==> config.mk <==
export PLATFORM = sky130hd
export DESIGN_NAME = mem_access_arbiter_flat
export DESIGN_NICKNAME = d
export VERILOG_FILES = /design/src/rtl/mem_access_arbiter_if.sv /design/src/rtl/mem_access_arbiter.sv /design/src/flat_wrapper.sv
export SDC_FILE = /design/constraint.sdc
export NUM_CORES = 1
export LEC_CHECK = 0
export CORE_ASPECT_RATIO = 0.75
export CORE_MARGIN = 3
export CORE_UTILIZATION = 45
export CTS_BUF_LIST = sky130_fd_sc_hd__clkbuf_4 sky130_fd_sc_hd__clkbuf_8
export DETAILED_ROUTE_END_ITERATION = 6
export PLACE_DENSITY = 0.72
export SYNTH_ARGS = -nofsm -noshare
export SYNTH_HDL_FRONTEND = slang
export SYNTH_SLANG_ARGS = --single-unit
export TNS_END_PERCENT = 10
==> constraint.sdc <==
create_clock -name clk_in -period 8.5 [get_ports clk_in]
set_clock_uncertainty 0.2 [all_clocks]
set_input_delay 0.85 -clock clk_in [delete_from_list [all_inputs] [get_ports clk_in]]
set_output_delay 0.85 -clock clk_in [all_outputs]
set_load 0.01 [all_outputs]
==> src/rtl/mem_access_arbiter_if.sv <==
// Byte-wide RAM/IO port plus the instruction-fetch and data-side request
// channels that mem_access_arbiter multiplexes onto it.
interface mem_access_arbiter_if;
  logic        flush_pipline;
  logic [7:0]  mem_din;
  logic [7:0]  mem_dout;
  logic [31:0] mem_a;
  logic        mem_wr;
  logic        io_buffer_full;
  logic        if_req;
  logic [31:0] if_addr;
  logic        if_done;
  logic [31:0] if_data;
  logic        ma_have_mem_access_task;
  logic [31:0] ma_mem_access_addr;
  logic        ma_mem_access_rw;
  logic [1:0]  ma_mem_access_size;
  logic [31:0] ma_mem_access_data;
  logic        ma_mem_access_task_done;
  logic [31:0] ma_mem_access_data_out;

  modport slave (
    input  flush_pipline, mem_din, io_buffer_full,
    input  if_req, if_addr,
    input  ma_have_mem_access_task, ma_mem_access_addr, ma_mem_access_rw,
    input  ma_mem_access_size, ma_mem_access_data,
    output mem_dout, mem_a, mem_wr,
    output if_done, if_data,
    output ma_mem_access_task_done, ma_mem_access_data_out
  );

  modport master (
    output flush_pipline, mem_din, io_buffer_full,
    output if_req, if_addr,
    output ma_have_mem_access_task, ma_mem_access_addr, ma_mem_access_rw,
    output ma_mem_access_size, ma_mem_access_data,
    input  mem_dout, mem_a, mem_wr,
    input  if_done, if_data,
    input  ma_mem_access_task_done, ma_mem_access_data_out
  );
endinterface

==> src/rtl/mem_access_arbiter.sv <==
// Shares the byte-wide RAM/IO port between instruction fetch and the data
// side, splitting 1/2/4-byte accesses into little-endian byte cycles.
module mem_access_arbiter (
  input logic                 clk_in,
  input logic                 rst_in,
  input logic                 rdy_in,
  mem_access_arbiter_if.slave bus
);
  typedef enum logic [1:0] {IDLE, READ, WRITE, COOL} state_t;

  state_t      state, state_nxt;
  logic [2:0]  cnt, cnt_nxt;
  logic [31:0] base, base_nxt;
  logic [2:0]  len, len_nxt;
  logic        src_ma, src_ma_nxt;
  logic [31:0] wdata, wdata_nxt;
  logic [31:0] asm_q, asm_nxt;

  logic [31:0] mem_a_q, mem_a_nxt;
  logic [7:0]  mem_dout_q, mem_dout_nxt;
  logic        mem_wr_q, mem_wr_nxt;
  logic        if_done_q, if_done_nxt;
  logic [31:0] if_data_q, if_data_nxt;
  logic        ma_done_q, ma_done_nxt;
  logic [31:0] ma_data_q, ma_data_nxt;

  logic        io_blocked, take_ma, take_if;
  logic [2:0]  ma_len;
  logic [31:0] addr_k;
  logic [1:0]  rd_idx;

  // UART writes must wait for buffer room; fetch may use the port meanwhile
  assign io_blocked = bus.ma_mem_access_rw && bus.io_buffer_full &&
                      (bus.ma_mem_access_addr[17:16] == 2'b11);
  assign take_ma = (state == IDLE) && !bus.flush_pipline &&
                   bus.ma_have_mem_access_task && !io_blocked;
  assign take_if = (state == IDLE) && !bus.flush_pipline && !take_ma && bus.if_req;

  always_comb begin
    case (bus.ma_mem_access_size)
      2'b00:   ma_len = 3'd1;
      2'b01:   ma_len = 3'd2;
      default: ma_len = 3'd4;
    endcase
  end

  assign addr_k = base + {29'd0, cnt};
  // byte captured on the edge with counter value cnt belongs to lane cnt-2
  assign rd_idx = cnt[1:0] - 2'd2;

  always_ff @(posedge clk_in) begin
    if (rst_in) begin
      state      <= IDLE;
      cnt        <= 3'd0;
      base       <= 32'd0;
      len        <= 3'd0;
      src_ma     <= 1'b0;
      wdata      <= 32'd0;
      asm_q      <= 32'd0;
      mem_a_q    <= 32'd0;
      mem_dout_q <= 8'd0;
      mem_wr_q   <= 1'b0;
      if_done_q  <= 1'b0;
      if_data_q  <= 32'd0;
      ma_done_q  <= 1'b0;
      ma_data_q  <= 32'd0;
    end else if (rdy_in) begin
      state      <= state_nxt;
      cnt        <= cnt_nxt;
      base       <= base_nxt;
      len        <= len_nxt;
      src_ma     <= src_ma_nxt;
      wdata      <= wdata_nxt;
      asm_q      <= asm_nxt;
      mem_a_q    <= mem_a_nxt;
      mem_dout_q <= mem_dout_nxt;
      mem_wr_q   <= mem_wr_nxt;
      if_done_q  <= if_done_nxt;
      if_data_q  <= if_data_nxt;
      ma_done_q  <= ma_done_nxt;
      ma_data_q  <= ma_data_nxt;
    end
  end

  always_comb begin
    state_nxt  = state;
    cnt_nxt    = cnt;
    base_nxt   = base;
    len_nxt    = len;
    src_ma_nxt = src_ma;
    wdata_nxt  = wdata;
    case (state)
      IDLE: begin
        if (take_ma) begin
          state_nxt  = bus.ma_mem_access_rw ? WRITE : READ;
          cnt_nxt    = 3'd1;
          base_nxt   = bus.ma_mem_access_addr;
          len_nxt    = ma_len;
          src_ma_nxt = 1'b1;
          wdata_nxt  = bus.ma_mem_access_data;
        end else if (take_if) begin
          state_nxt  = READ;
          cnt_nxt    = 3'd1;
          base_nxt   = bus.if_addr;
          len_nxt    = 3'd4;
          src_ma_nxt = 1'b0;
        end
      end
      READ: begin
        if (bus.flush_pipline || (cnt == len + 3'd1)) begin
          state_nxt = COOL;
          cnt_nxt   = 3'd0;
        end else begin
          cnt_nxt = cnt + 3'd1;
        end
      end
      WRITE: begin
        if (cnt == len) begin
          state_nxt = COOL;
          cnt_nxt   = 3'd0;
        end else begin
          cnt_nxt = cnt + 3'd1;
        end
      end
      COOL:    state_nxt = IDLE;
      default: state_nxt = IDLE;
    endcase
  end

  always_comb begin
    mem_a_nxt    = mem_a_q;
    mem_dout_nxt = mem_dout_q;
    mem_wr_nxt   = 1'b0;
    if_done_nxt  = 1'b0;
    ma_done_nxt  = 1'b0;
    if_data_nxt  = if_data_q;
    ma_data_nxt  = ma_data_q;
    asm_nxt      = asm_q;
    case (state)
      IDLE: begin
        if (take_ma) begin
          mem_a_nxt = bus.ma_mem_access_addr;
          asm_nxt   = 32'd0;
          if (bus.ma_mem_access_rw) begin
            mem_wr_nxt   = 1'b1;
            mem_dout_nxt = bus.ma_mem_access_data[7:0];
          end
        end else if (take_if) begin
          mem_a_nxt = bus.if_addr;
          asm_nxt   = 32'd0;
        end
      end
      READ: begin
        mem_a_nxt = (cnt < len) ? addr_k : 32'd0;
        if (bus.flush_pipline) begin
          mem_a_nxt = 32'd0;
        end else if (cnt >= 3'd2) begin
          asm_nxt[{rd_idx, 3'b000} +: 8] = bus.mem_din;
          if (cnt == len + 3'd1) begin
            if (src_ma) begin
              ma_done_nxt = 1'b1;
              ma_data_nxt = asm_nxt;
            end else begin
              if_done_nxt = 1'b1;
              if_data_nxt = asm_nxt;
            end
          end
        end
      end
      WRITE: begin
        if (cnt < len) begin
          mem_wr_nxt   = 1'b1;
          mem_a_nxt    = addr_k;
          mem_dout_nxt = wdata[{cnt[1:0], 3'b000} +: 8];
        end else begin
          mem_a_nxt = 32'd0;
          if (src_ma) ma_done_nxt = 1'b1;
          else        if_done_nxt = 1'b1;
        end
      end
      default: ;
    endcase
  end

  assign bus.mem_a                   = mem_a_q;
  assign bus.mem_dout                = mem_dout_q;
  assign bus.mem_wr                  = mem_wr_q;
  assign bus.if_done                 = if_done_q;
  assign bus.if_data                 = if_data_q;
  assign bus.ma_mem_access_task_done = ma_done_q;
  assign bus.ma_mem_access_data_out  = ma_data_q;
endmodule

==> src/flat_wrapper.sv <==
// flat-port wrapper written by rule: the top's interface ports become plain ports
module mem_access_arbiter_flat 
  (clk_in, rst_in, rdy_in, bus_flush_pipline, bus_mem_din, bus_io_buffer_full, bus_if_req, bus_if_addr, bus_ma_have_mem_access_task, bus_ma_mem_access_addr, bus_ma_mem_access_rw, bus_ma_mem_access_size, bus_ma_mem_access_data, bus_mem_dout, bus_mem_a, bus_mem_wr, bus_if_done, bus_if_data, bus_ma_mem_access_task_done, bus_ma_mem_access_data_out);
  mem_access_arbiter_if bus_i ();
  input logic clk_in;
  input logic rst_in;
  input logic rdy_in;
  input wire logic [$bits(bus_i.flush_pipline)-1:0] bus_flush_pipline;
  input wire logic [$bits(bus_i.mem_din)-1:0] bus_mem_din;
  input wire logic [$bits(bus_i.io_buffer_full)-1:0] bus_io_buffer_full;
  input wire logic [$bits(bus_i.if_req)-1:0] bus_if_req;
  input wire logic [$bits(bus_i.if_addr)-1:0] bus_if_addr;
  input wire logic [$bits(bus_i.ma_have_mem_access_task)-1:0] bus_ma_have_mem_access_task;
  input wire logic [$bits(bus_i.ma_mem_access_addr)-1:0] bus_ma_mem_access_addr;
  input wire logic [$bits(bus_i.ma_mem_access_rw)-1:0] bus_ma_mem_access_rw;
  input wire logic [$bits(bus_i.ma_mem_access_size)-1:0] bus_ma_mem_access_size;
  input wire logic [$bits(bus_i.ma_mem_access_data)-1:0] bus_ma_mem_access_data;
  output wire logic [$bits(bus_i.mem_dout)-1:0] bus_mem_dout;
  output wire logic [$bits(bus_i.mem_a)-1:0] bus_mem_a;
  output wire logic [$bits(bus_i.mem_wr)-1:0] bus_mem_wr;
  output wire logic [$bits(bus_i.if_done)-1:0] bus_if_done;
  output wire logic [$bits(bus_i.if_data)-1:0] bus_if_data;
  output wire logic [$bits(bus_i.ma_mem_access_task_done)-1:0] bus_ma_mem_access_task_done;
  output wire logic [$bits(bus_i.ma_mem_access_data_out)-1:0] bus_ma_mem_access_data_out;
  assign bus_i.flush_pipline = bus_flush_pipline;
  assign bus_i.mem_din = bus_mem_din;
  assign bus_i.io_buffer_full = bus_io_buffer_full;
  assign bus_i.if_req = bus_if_req;
  assign bus_i.if_addr = bus_if_addr;
  assign bus_i.ma_have_mem_access_task = bus_ma_have_mem_access_task;
  assign bus_i.ma_mem_access_addr = bus_ma_mem_access_addr;
  assign bus_i.ma_mem_access_rw = bus_ma_mem_access_rw;
  assign bus_i.ma_mem_access_size = bus_ma_mem_access_size;
  assign bus_i.ma_mem_access_data = bus_ma_mem_access_data;
  assign bus_mem_dout = bus_i.mem_dout;
  assign bus_mem_a = bus_i.mem_a;
  assign bus_mem_wr = bus_i.mem_wr;
  assign bus_if_done = bus_i.if_done;
  assign bus_if_data = bus_i.if_data;
  assign bus_ma_mem_access_task_done = bus_i.ma_mem_access_task_done;
  assign bus_ma_mem_access_data_out = bus_i.ma_mem_access_data_out;
  mem_access_arbiter u_core (.clk_in(clk_in), .rst_in(rst_in), .rdy_in(rdy_in), .bus(bus_i));
endmodule
---- Word level (Yosys, flattened, before mapping) ----
Index checks and enable logic that the tools add are counted.
storage, ports and cells
  memory bits (read-only) ................. 0
  RAM bits ................................ 0
  memories kept ........................... 0
  output and inout port bits .............. 107
  flip-flop bits (word level) ............. 212
  bits in latches ......................... 0
operators by class
  multiplexer cells ....................... 47
  bitwise gates (word level) .............. 2
  magnitude comparators ................... 2
  shift-type cells ........................ 3
  multipliers ............................. 0
  eq/ne operators ......................... 15
  reduce and logical (&&, ||, !) cells .... 25
  div/mod/pow operators ................... 0
  add/subtract/negate cells ............... 5
operator list
  kind                      count
  $mux W32                  8
  $pmux W32 S3              1
  $pmux W32 S2              1
  $add A32 B3 Y32           1
  $bwmux W32                1
  $shift A8 B7 Y32 const A  1
  $shiftx A32 B6 Y8         1
  $shiftx A8 B7 Y32         1
  $mux W8                   3
  $mux W3                   6
  $pmux W8 S2               1
  $mux W1                   15
  $reduce_and A6 Y1         2
  $mux W2                   5
  $ne A2 B1 Y1 const B      5
  $reduce_and A5 Y1         2
  $pmux W3 S3               1
  $reduce_and A3 Y1         3
  $pmux W2 S4               1
  $logic_and A1 B1 Y1       7
  $neg A5 Y7                1
  $add A3 B1 Y3 const B     2
  $eq A2 B2 Y1 const B      3
  $eq A3 B3 Y1              2
  other kinds (15)          25

---- Logic depth before layout (Yosys ltp) ----
Gate-level depths: netlist (run 1).
  depth in word-level cells ............... 10
  gate-level depth with buffers ........... 9

---- Least setup slack after synthesis (run 1) ----
OpenSTA, ideal clock, no wires.
  path type ............................... reg-to-reg
  start point ............................. register u_core.cnt[1]
  end point ............................... register u_core.asm_q[10]
  stages on the path, launching flop included .. 8
  data arrival time ....................... 2.587 ns
  path slack .............................. 5.642 ns
  clock period less this slack ............ 2.858 ns
  setup time .............................. 0.070 ns
  data required time ...................... 8.230 ns
  path through ............................ dfxtp_1 buf_1 inv_1 ha_1 nor4b_1 a21oi_1 nand3b_1 a21oi_1
between the ends
  cells in the longest elaborated chain, start to end .. 7
  elaborated cells between the ends (all ways) .. 11
ends and longest elaborated chain
  what                                                          line                       text
  start, declared                                               mem_access_arbiter.sv:12   logic [2:0] cnt, cnt_nxt;
  start signal, assigned                                        mem_access_arbiter.sv:69   cnt <= cnt_nxt;
  $sub A2 B2 Y2                                                 mem_access_arbiter.sv:49   assign rd_idx = cnt[1:0] - 2'd2;
  $neg A5 Y7                                                    mem_access_arbiter.sv:158  asm_nxt[{rd_idx, 3'b000} +: 8] = bus.mem_din;
  $shiftx A8 B7 Y32 / $shift A8 B7 Y32 (equally long branches)  mem_access_arbiter.sv:158
  $bwmux W32                                                    mem_access_arbiter.sv:158
  $mux W32                                                      mem_access_arbiter.sv:157  end else if (cnt >= 3'd2) begin
  $mux W32                                                      mem_access_arbiter.sv:155  if (bus.flush_pipline) begin
  $pmux W32 S2                                                  mem_access_arbiter.sv:139  case (state)
  end signal, assigned                                          mem_access_arbiter.sv:74   asm_q <= asm_nxt;
  end, declared                                                 mem_access_arbiter.sv:17   logic [31:0] asm_q, asm_nxt;
Several ways; a longest one is shown, not always the timed one. The select of a mux whose other input is x is not followed.
A chain may end at the register's enable or synchronous reset.

---- Final worst setup path (run 1) ----
  start point ............................. register u_core.cnt[0]
  end point ............................... register u_core.ma_data_q[30] (netlist: u_core.bus.ma_mem_access_data_out[30])
between the ends
  cells in the longest elaborated chain, start to end .. 4
  elaborated cells between the ends (all ways) .. 8
ends and longest elaborated chain
  what                                                          line                       text
  $sub A2 B2 Y2                                                 mem_access_arbiter.sv:49
  $neg A5 Y7                                                    mem_access_arbiter.sv:158
  $shiftx A8 B7 Y32 / $shift A8 B7 Y32 (equally long branches)  mem_access_arbiter.sv:158
  $bwmux W32                                                    mem_access_arbiter.sv:158
  end signal, assigned                                          mem_access_arbiter.sv:81   ma_data_q <= ma_data_nxt;
  end, declared                                                 mem_access_arbiter.sv:25   logic [31:0] ma_data_q, ma_data_nxt;
Several ways; a longest one is shown, not always the timed one.

==> impl_results.md, run 1 <==
* Final #Nets at 1460
* Routed wire length at 28.5 mm
* Initial detailed-routing violation count at 697
* FF-to-FF Start: u_core.cnt[0]$_SDFFE_PP0P_
* Share of cells above drive strength 1 at 0.0726
* Slew headroom at 0.310
* Reg2reg path depth at 7
* Number of diodes at 0
* IO Pins at 221
* Peak Freq at 278 MHz
* Final hold vios at 0
* Period utilisation layout at 0.423
* Mean Syn Cell Area at 8.68 um^2
* Routability Congestion at 0.814
* Delay-heaviest family, CP: flip-flops
* DP Cell Count at 1579
* CTS Sinks at 212
* CTS buffer count at 35
* DRC at 0
* Critical Path Max Stage Delay at 910 ps
* Drt wl/cell at 17.4 um
* Pleak at 4.45 nW
* Ys flop type: dfxtp_1
* Synthesized net count at 1280
* Hold depth at 2
* Vias in the first global route at 8651
* Crit path launch type: flip-flop
* Endpoints failing setup at 0
* DR vias/cell at 5.58
* Hold/Removal Path Class: reg -> reg
* CTS tree: done
* Synthesized instance count at 1148
* Power Dens Cells at 195 mW/mm^2
* Area grow syn2layout at 30.7%
* GR Util All Layers at 0.230
* Power Total at 2.54 mW
* Reg2Reg Setup Slack at 4900 ps
* Seq/Total Area, Yosys at 0.426
* Root buf cell: clkbuf_8
* Clk pin slew, worst setup/hold paths at 60 ps
* Post-route insts no fill at 1638
* Setup Fix Bufs, Post-CTS at 0
* Worst-Skew Late Latency at 510 ps
* Largest net degree at the start of global routing at 120
* Critical path class: reg -> reg
* Cts hold-fix bufs at 0
* First-pass iteration count of the detailed router at 5
* Actual slew at the worst max-slew pin at 1040 ps
* Placed Instance Area at 0.0123 mm^2
* Req. time, crit path at 8700 ps
* Worst slack at placement at 4830 ps
* Total number of vias at 9147
* CP Cell Sequence: inv_1 -> ha_1 -> or3_1 -> nor4_4 -> buf_4 -> nor2_1 -> a211oi_1
* Syn Std Cell Area at 0.00997 mm^2
* # rows at 46
* Final WS setup at 4900 ps
* ANT nets after route at 0
* Crit path DAT at 3800 ps
* RSZ-0062 raised after global routing: no
* Placed wire-length estimate at 19.3 mm
* Setup TNS at 0 ps
* Worst-path maximum fanout at 64
* Post-synth cell types at 62
* CTS max path bufs at 3
* Die W at 178 um
* R2R Path End: u_core.bus.ma_mem_access_data_out[30]$_SDFFE_PP0P_
* Core Util, Final at 0.607
* H-tree levels at 2
* Post-synth ARST share at 0
* Max-slew violation count at 0
* Gr ovfl total at 0
* Post-synth EDFFs at 0
* Die height at 135 um
* CP Capture Type: flip-flop
* Hold_ws at 246 ps
* CORE AREA at 0.0215 mm^2
* Global-route wire length before repair at 45.5 mm
* Min-delay src: u_core.asm_q[7]$_SDFFE_PP0P_
* Outcome: finished, final reports clean
* #FFs+latches synth at 212
* Max-Cap Viols at 0
* Crit path buf inv count at 2
* Die area at 0.0240 mm^2
* Yosys warning count at 0
* Initial antenna violation count at 0
* Maximum vdd drop at 0.0000942 V
* Tmin final at 3600 ps
* Cts repair resizes at 0
* Hold Path End: u_core.asm_q[7]$_SDFFE_PP0P_
* I/O Buffers at 220
* Fin area at 0.0130 mm^2
* Slowest cell on the critical path: dfxtp_1
* Starting Density at 0.464
## layout by cell type (no fill, tap or decap), drive strengths merged, types with 4 or more instances in the layout
| cell type | netlist | layout |
|---|---|---|
| a211oi | 126 | 126 |
| a21oi | 103 | 103 |
| a2bb2oi | 9 | 9 |
| a311oi | 13 | 13 |
| a31oi | 10 | 10 |
| and3 | 4 | 4 |
| and4 | 7 | 7 |
| buf | 26 | 16 |
| clkbuf | 66 | 55 |
| clkdlybuf4s50 | 0 | 219 |
| dfxtp | 212 | 212 |
| ha | 17 | 17 |
| inv | 16 | 16 |
| mux2i | 40 | 40 |
| mux4 | 8 | 8 |
| nand2 | 113 | 113 |
| nand2b | 5 | 5 |
| nand3 | 14 | 14 |
| nand3b | 36 | 36 |
| nand4 | 10 | 10 |
| nor2 | 144 | 144 |
| nor2b | 38 | 38 |
| nor3 | 6 | 6 |
| nor4 | 15 | 15 |
| o211ai | 6 | 6 |
| o21a | 22 | 22 |
| o21ai | 25 | 25 |
| o31a | 12 | 12 |
| xnor2 | 7 | 7 |
| xor2 | 4 | 4 |
## worst max path at each step
stage | from | to | slack, ps | depth (start not counted)
floorplan | u_core.cnt[1]$_SDFFE_PP0P_ | u_core.asm_q[10]$_SDFFE_PP0P_ | 5640 | 7
global placement | rdy_in | u_core.bus.mem_a[3]$_SDFFE_PP0P_ | 4940 | 7
detailed placement | rdy_in | u_core.bus.mem_a[3]$_SDFFE_PP0P_ | 4830 | 7
CTS | u_core.cnt[0]$_SDFFE_PP0P_ | u_core.bus.ma_mem_access_data_out[30]$_SDFFE_PP0P_ | 4850 | 7
global route | u_core.cnt[0]$_SDFFE_PP0P_ | u_core.bus.ma_mem_access_data_out[30]$_SDFFE_PP0P_ | 4610 | 7
finish | u_core.cnt[0]$_SDFFE_PP0P_ | u_core.bus.ma_mem_access_data_out[30]$_SDFFE_PP0P_ | 4900 | 7
## worst min-delay path: stages, from the launching register on
cell and delay (ps):
dfxtp_1 300, nand2_1 50, a21oi_1 50
## Yosys cell counts, drive strengths merged (2+ instances only)
library cell    n  area [um^2]
or3             3         23.8
o31a           12          105
nor4           15          124
nand2b          5         31.3
nor3            6         35.0
mux2i          40          400
a2bb2oi         9         78.8
mux4            8          180
o2111ai         2         17.5
nor4b           2         23.8
and2            2         12.5
and3            4         25.0
nand4          10         75.1
nor2b          38          238
o32a            2         20.0
ha             17          213
o22a            2         17.5
buf            26          153
nand3          14         70.1
a21oi         103          515
o21ai          25          125
clkbuf         66          249
and4            7         61.3
or4             3         22.5
xnor2           7         61.3
nor2          144          541
dfxtp         212         4240
o21a           22          165
a21o            2         15.0
o211ai          6         45.0
xor2            4         35.0
a311oi         13          114
mux2            2         22.5
nand3b         36          270
a211oi        126          946
inv            16         60.1
a31oi          10         62.6
nand2         113          424
## report_power, final
group	internal (mW)	switching [mW]	total [mW]
combinational	0.216	0.257	0.474
sequential	1.05	0.0490	1.10
clock	0.561	0.404	0.964
## cells by family (layout without fill, tap and decap cells)
group,Yosys count,in the layout,share of synthesized area
and+or+nand+nor,405,405,0.201
buffers and inverters,108,310,0.0463
DFF,212,212,0.426
xor gates and xnor gates,12,12,0.0120
muxes,50,50,0.0605
adders and majority gates,18,18,0.0233
AOI/OAI and AO/OA,343,343,0.231
## area by class of cell
type / instances / area [um^2]
fillers: 1855 / 8440
multi-input cells: 828 / 5290
flip-flops and latches: 212 / 4240
repair buffers: 235 / 2320
clock buffers: 55 / 713
well taps: 288 / 360
inverters: 16 / 60.1
clock inverters: 4 / 45.0
## registers in the layout (all words and copies together), names as in the netlist
| name | count |
|---|---|
| u_core.src_ma | 1 |
| u_core.cnt | 3 |
| u_core.asm_q | 32 |
| u_core.bus.mem_dout | 8 |
| u_core.base | 32 |
| u_core.wdata | 32 |
| u_core.len | 3 |
| u_core.bus.mem_a | 32 |
| u_core.bus.mem_wr | 1 |
| u_core.bus.if_data | 32 |
| u_core.bus.ma_mem_access_data_out | 32 |
| u_core.bus.ma_mem_access_task_done | 1 |
| u_core.state | 2 |
| u_core.bus.if_done | 1 |
## routing by layer
metal | global-route usage | wire length (um) | vias up
li1 | - | - | 4531
met1 | 0.332 | 13500 | 4260
met2 | 0.333 | 12100 | 303
met3 | 0.0627 | 2260 | 53
met4 | 0.0763 | 696 | 0
met5 | 0 | 0 | -
No activity file was read; power rests on OpenSTA's default activity.
==> run 2, diff against run 1 <==
==> constraint.sdc (replaced) <==
create_clock -name clk_in -period 3.7 [get_ports clk_in]
set_clock_uncertainty 0.2 [all_clocks]
set_input_delay 0.37 -clock clk_in [delete_from_list [all_inputs] [get_ports clk_in]]
set_output_delay 0.37 -clock clk_in [all_outputs]
set_load 0.01 [all_outputs]
==> impl_results.md, run 2 (synthesis results as in run 1) <==
* Outcome: finished, final reports clean
* CTS Sinks at 212
* # rows at 46
* Global-route wire length before repair at 46.0 mm
* Cts hold-fix bufs at 0
* Slew headroom at 0.430
* Most frequent cells in the layout: clkdlybuf4s50_1, dfxtp_1, nor2_1, a211oi_1, nand2_1
* Delay-heaviest family, CP: simple AND/OR/NAND/NOR gates
* Actual slew at the worst max-slew pin at 852 ps
* Die W at 178 um
* IO Pins at 221
* Clk pin slew, worst setup/hold paths at 60 ps
* Slowest cell on the critical path: nand3_2
* Power Dens Cells at 434 mW/mm^2
* Req. time, crit path at 3910 ps
* Max-Cap Viols at 0
* Setup TNS at 0 ps
* Number of diodes at 0
* CP Cell Sequence: inv_1 -> ha_1 -> nor2b_1 -> nand3_2 -> buf_4 -> mux2i_1 -> o21a_1 -> a211oi_1
* Share of cells above drive strength 1 at 0.0753
* Crit path buf inv count at 2
* I/O Buffers at 220
* Pleak at 4.45 nW
* Hold_ws at 211 ps
* Drt wl/cell at 17.6 um
* RSZ-0062 raised after global routing: no
* Cts repair resizes at 0
* Hold/Removal Path Class: in -> reg
* Commonest non-fill, non-tap cell in the layout: clkdlybuf4s50_1
* CTS tree: done
* First-pass iteration count of the detailed router at 5
* Initial detailed-routing violation count at 619
* CP Capture Type: flip-flop
* Total number of vias at 9228
* Final hold vios at 0
* Die height at 135 um
* Maximum vdd drop at 0.000216 V
* Worst-Skew Late Latency at 510 ps
* ANT nets after route at 0
* DRC at 0
* Crit path DAT at 3210 ps
* Area grow syn2layout at 30.7%
* CTS buffer count at 35
* CTS max path bufs at 3
* Setup Fix Bufs, Post-CTS at 0
* Worst-path maximum fanout at 19
* H-tree levels at 2
* GR Util All Layers at 0.234
* Routability Congestion at 0.819
* Period utilisation layout at 0.810
* Placed wire-length estimate at 19.9 mm
* Die area at 0.0240 mm^2
* Largest net degree at the start of global routing at 108
* Initial antenna violation count at 2
* Root buf cell: clkbuf_8
* Critical path class: reg -> reg
* Core Util, Final at 0.607
* Starting Density at 0.464
* Final #Nets at 1470
* Routed wire length at 28.9 mm
* Critical Path Max Stage Delay at 630 ps
* Max-slew violation count at 0
* Crit path launch type: flip-flop
* Gr ovfl total at 0
* Tmin final at 3000 ps
* Vias in the first global route at 8634
* CORE AREA at 0.0215 mm^2
* Power Total at 5.66 mW
* Peak Freq at 334 MHz
* Endpoints failing setup at 0
* DR vias/cell at 5.62
## run 2: cell type report
| type | instances | area [um^2] |
|---|---|---|
| repair buffers | 245 | 2420 |
| fillers | 1863 | 8440 |
| clock inverters | 5 | 52.6 |
| well taps | 288 | 360 |
| multi-input cells | 828 | 5290 |
| clock buffers | 48 | 604 |
| inverters | 16 | 60.1 |
| flip-flops and latches | 212 | 4240 |
## run 2: power by group
part / leakage (nW) / switching (mW) / internal, mW / total [mW]
combinational: 2.38 / 0.616 / 0.513 / 1.13
clock: 0.348 / 0.900 / 1.11 / 2.01
sequential: 1.72 / 0.103 / 2.41 / 2.51
## run 2: worst paths after layout
path                                 startpoint                           endpoint  slack (ps)  cells past startpoint
setup / recovery   u_core.state[0]$_SDFFE_PP0P_  u_core.bus.mem_a[15]$_SDFFE_PP0P_         700                      8
hold / removal       bus_ma_mem_access_data[11]      u_core.wdata[11]$_SDFFE_PP0P_         210                      3
setup reg to reg   u_core.state[0]$_SDFFE_PP0P_  u_core.bus.mem_a[15]$_SDFFE_PP0P_         700                      8
hold reg to reg   u_core.asm_q[22]$_SDFFE_PP0P_      u_core.asm_q[22]$_SDFFE_PP0P_         250                      2
## run 2: metrics by stage
stage / instance area (um^2) / std cells / setup slack (ps)
after detailed placement: 12400 / 1589 / 652
after global placement: 12400 / 1589 / 736
after global routing: 13000 / 1642 / 478
after CTS: 13000 / 1642 / 714
final: 13000 / 1642 / 702
after floorplan: 9970 / 1148 / 842
## run 2: worst register-to-register path, stage by stage, from the launching register on
cell and delay (ps):
dfxtp_1 330, inv_1 100, ha_1 280, nor2b_1 340, nand3_2 630, buf_4 450
mux2i_1 160, o21a_1 180, a211oi_1 230
## run 2: routing by layer
metal  vias up  GRT usage  wire (um)
met2       309      0.351      12500
met3        37     0.0616       2540
met5         -          0         27
li1       4545          -          -
met1      4333      0.338      13500
met4         4     0.0493        349
==> run 3, diff against run 2 <==
--- a/config.mk
+++ b/config.mk
@@ -10,7 +10,7 @@
 export CORE_UTILIZATION = 45
 export CTS_BUF_LIST = sky130_fd_sc_hd__clkbuf_4 sky130_fd_sc_hd__clkbuf_8
 export DETAILED_ROUTE_END_ITERATION = 6
-export PLACE_DENSITY = 0.72
+export PLACE_DENSITY = 0.75
 export SYNTH_ARGS = -nofsm -noshare
 export SYNTH_HDL_FRONTEND = slang
 export SYNTH_SLANG_ARGS = --single-unit
==> constraint.sdc (replaced) <==
create_clock -name clk_in -period 2.7 [get_ports clk_in]
set_clock_uncertainty 0.2 [all_clocks]
set_input_delay 0.27 -clock clk_in [delete_from_list [all_inputs] [get_ports clk_in]]
set_output_delay 0.27 -clock clk_in [all_outputs]
set_load 0.01 [all_outputs]
==> impl_results.md, run 3 (synthesis results as in run 1) <==
* Outcome: finished, final reports clean
* Actual slew at the worst max-slew pin at 750 ps
* Routability Congestion at 0.838
* Pleak at 4.63 nW
* Endpoints failing setup at 0
* Reg2Reg Setup Slack at 80 ps
* Fin area at 0.0134 mm^2
* Final #Nets at 1492
* DP Cell Count at 1609
* Tmin final at 2620 ps
* Die area at 0.0240 mm^2
* Hold/Removal Path Class: in -> reg
* R2R Path End: u_core.bus.mem_a[29]$_SDFFE_PP0P_
* Int Pwr at 5.80 mW
* Area grow syn2layout at 34.0%
* Period utilisation layout at 0.971
* Register share of total power at 0.425
* Placed wire-length estimate at 19.9 mm
* CTS tree: done
* Placed Instance Area at 0.0126 mm^2
* P_sw at 2.28 mW
* GR Util All Layers at 0.233
* Crit path DAT at 2830 ps
* Total number of vias at 9354
* Worst-path maximum fanout at 7
* Core Util, Final at 0.622
* Root buf cell: clkbuf_8
* Post-route insts no fill at 1670
* IO Pins at 221
* CTS buffer count at 36
* Req. time, crit path at 2910 ps
* Clock share of power at 0.376
* Critical path class: reg -> reg
* Max-slew violation count at 0
* CTS Sinks at 212
* Peak Freq at 382 MHz
* Die height at 135 um
* # rows at 46
* H-tree levels at 2
* Slew headroom at 0.498
* Final hold vios at 0
* ANT nets after route at 0
* Max-Cap Viols at 0
* Critical Path End: u_core.bus.mem_a[29]$_SDFFE_PP0P_
* RSZ-0062 raised after global routing: yes
* CP Capture Type: flip-flop
* CTS max path bufs at 3
* DR vias/cell at 5.60
* Commonest non-fill, non-tap cell in the layout: clkdlybuf4s50_1
* Die W at 178 um
* DRC at 0
* Largest net degree at the start of global routing at 75
* Initial detailed-routing violation count at 708
* Number of diodes at 0
* Initial antenna violation count at 1
* Drt wl/cell at 17.4 um
* Maximum vdd drop at 0.000294 V
* Vias in the first global route at 8912
* Comb power frac at 0.198
* Routed wire length at 29.0 mm
* Global-route wire length before repair at 46.0 mm
* Gr ovfl total at 0
* Crit path launch type: flip-flop
* Switching power share of the total at 0.282
* Hold_ws at 119 ps
* FF-to-FF Start: u_core.cnt[2]$_SDFFE_PP0P_
* Power Dens Cells at 605 mW/mm^2
* First-pass iteration count of the detailed router at 5
* Starting Density at 0.464
* Worst-Skew Late Latency at 520 ps
* Share of cells above drive strength 1 at 0.0962
* Clk pin slew, worst setup/hold paths at 60 ps
* Reg2reg path depth at 6
* Most frequent cells in the layout: clkdlybuf4s50_1, dfxtp_1, nor2_1, a211oi_1, nand2_1
* I/O Buffers at 220
* CORE AREA at 0.0215 mm^2
* Worst Setup SP: u_core.cnt[2]$_SDFFE_PP0P_
## run 3: changes by cell type in the layout (fill, tap and decap cells not counted), sizes merged
cell	delta
buf	+20
clkbuf	+5
clkinv	+2
bufinv	+1
clkinvlp	-1
dlygate4sd3	+1
## run 3: what timing repair did
item / CTS / global route
endpoints found under the hold margin: 20 / 0
resized for setup: 0 / 4
endpoints found under the setup margin: 0 / 35
buffers inserted: 0 / 0
hold buffers: 1 / 0
## run 3: how the worst min path moves through the flow
stage                             startpoint                             to  depth (start not counted)
2_1_floorplan      bus_ma_mem_access_data[0]   u_core.wdata[0]$_SDFFE_PP0P_                          2
3_3_place_gp   u_core.asm_q[29]$_SDFFE_PP0P_  u_core.asm_q[29]$_SDFFE_PP0P_                          2
3_5_place_dp   u_core.asm_q[14]$_SDFFE_PP0P_  u_core.asm_q[14]$_SDFFE_PP0P_                          2
4_1_cts           bus_ma_mem_access_data[30]  u_core.wdata[30]$_SDFFE_PP0P_                          3
5_1_grt           bus_ma_mem_access_data[31]  u_core.wdata[31]$_SDFFE_PP0P_                          3
6_report          bus_ma_mem_access_data[15]  u_core.wdata[15]$_SDFFE_PP0P_                          3
## run 3: cell type report
type                       count  area (um^2)
tap                          288          360
timing repair buffer         266         2640
multi-input combinational    828         5310
sequential                   212         4240
inverter                      16         60.1
clock buffer                  53          661
fill                        1879         8110
clock inverter                 7         85.1
## run 3: power by group through the flow
stage	combinational, mW	sequential [mW]	clock (mW)
floorplan	0.878	3.51	0
global route	1.73	3.46	3.23
CTS	1.60	3.44	3.09
global placement	1.56	3.49	0
finish	1.60	3.44	3.04
detailed placement	1.59	3.50	0
## run 3: critical path, stage by stage (launching register included)
cell	delay, ps
dfxtp_1	400
ha_1	430
and3_1	250
nor2_1	80
or3_4	410
or4_1	440
a311oi_2	290
## run 3: per-stage QoR
step	setup slack, ps	setup TNS [ps]	power [mW]
after floorplan	-17.1	-58.8	4.39
after global placement	77.6	0	5.05
after detailed placement	45.8	0	5.09
after CTS	60.0	0	8.13
after global routing	-12.4	-21.8	8.42
final	79.5	0	8.08
## run 3: routing by layer
| layer | wire length, um | GRT usage | up-vias |
|---|---|---|---|
| met1 | 13500 | 0.335 | 4416 |
| met3 | 2210 | 0.0585 | 45 |
| met5 | 13 | 0 | - |
| met2 | 12700 | 0.350 | 298 |
| li1 | - | - | 4593 |
| met4 | 532 | 0.0597 | 2 |
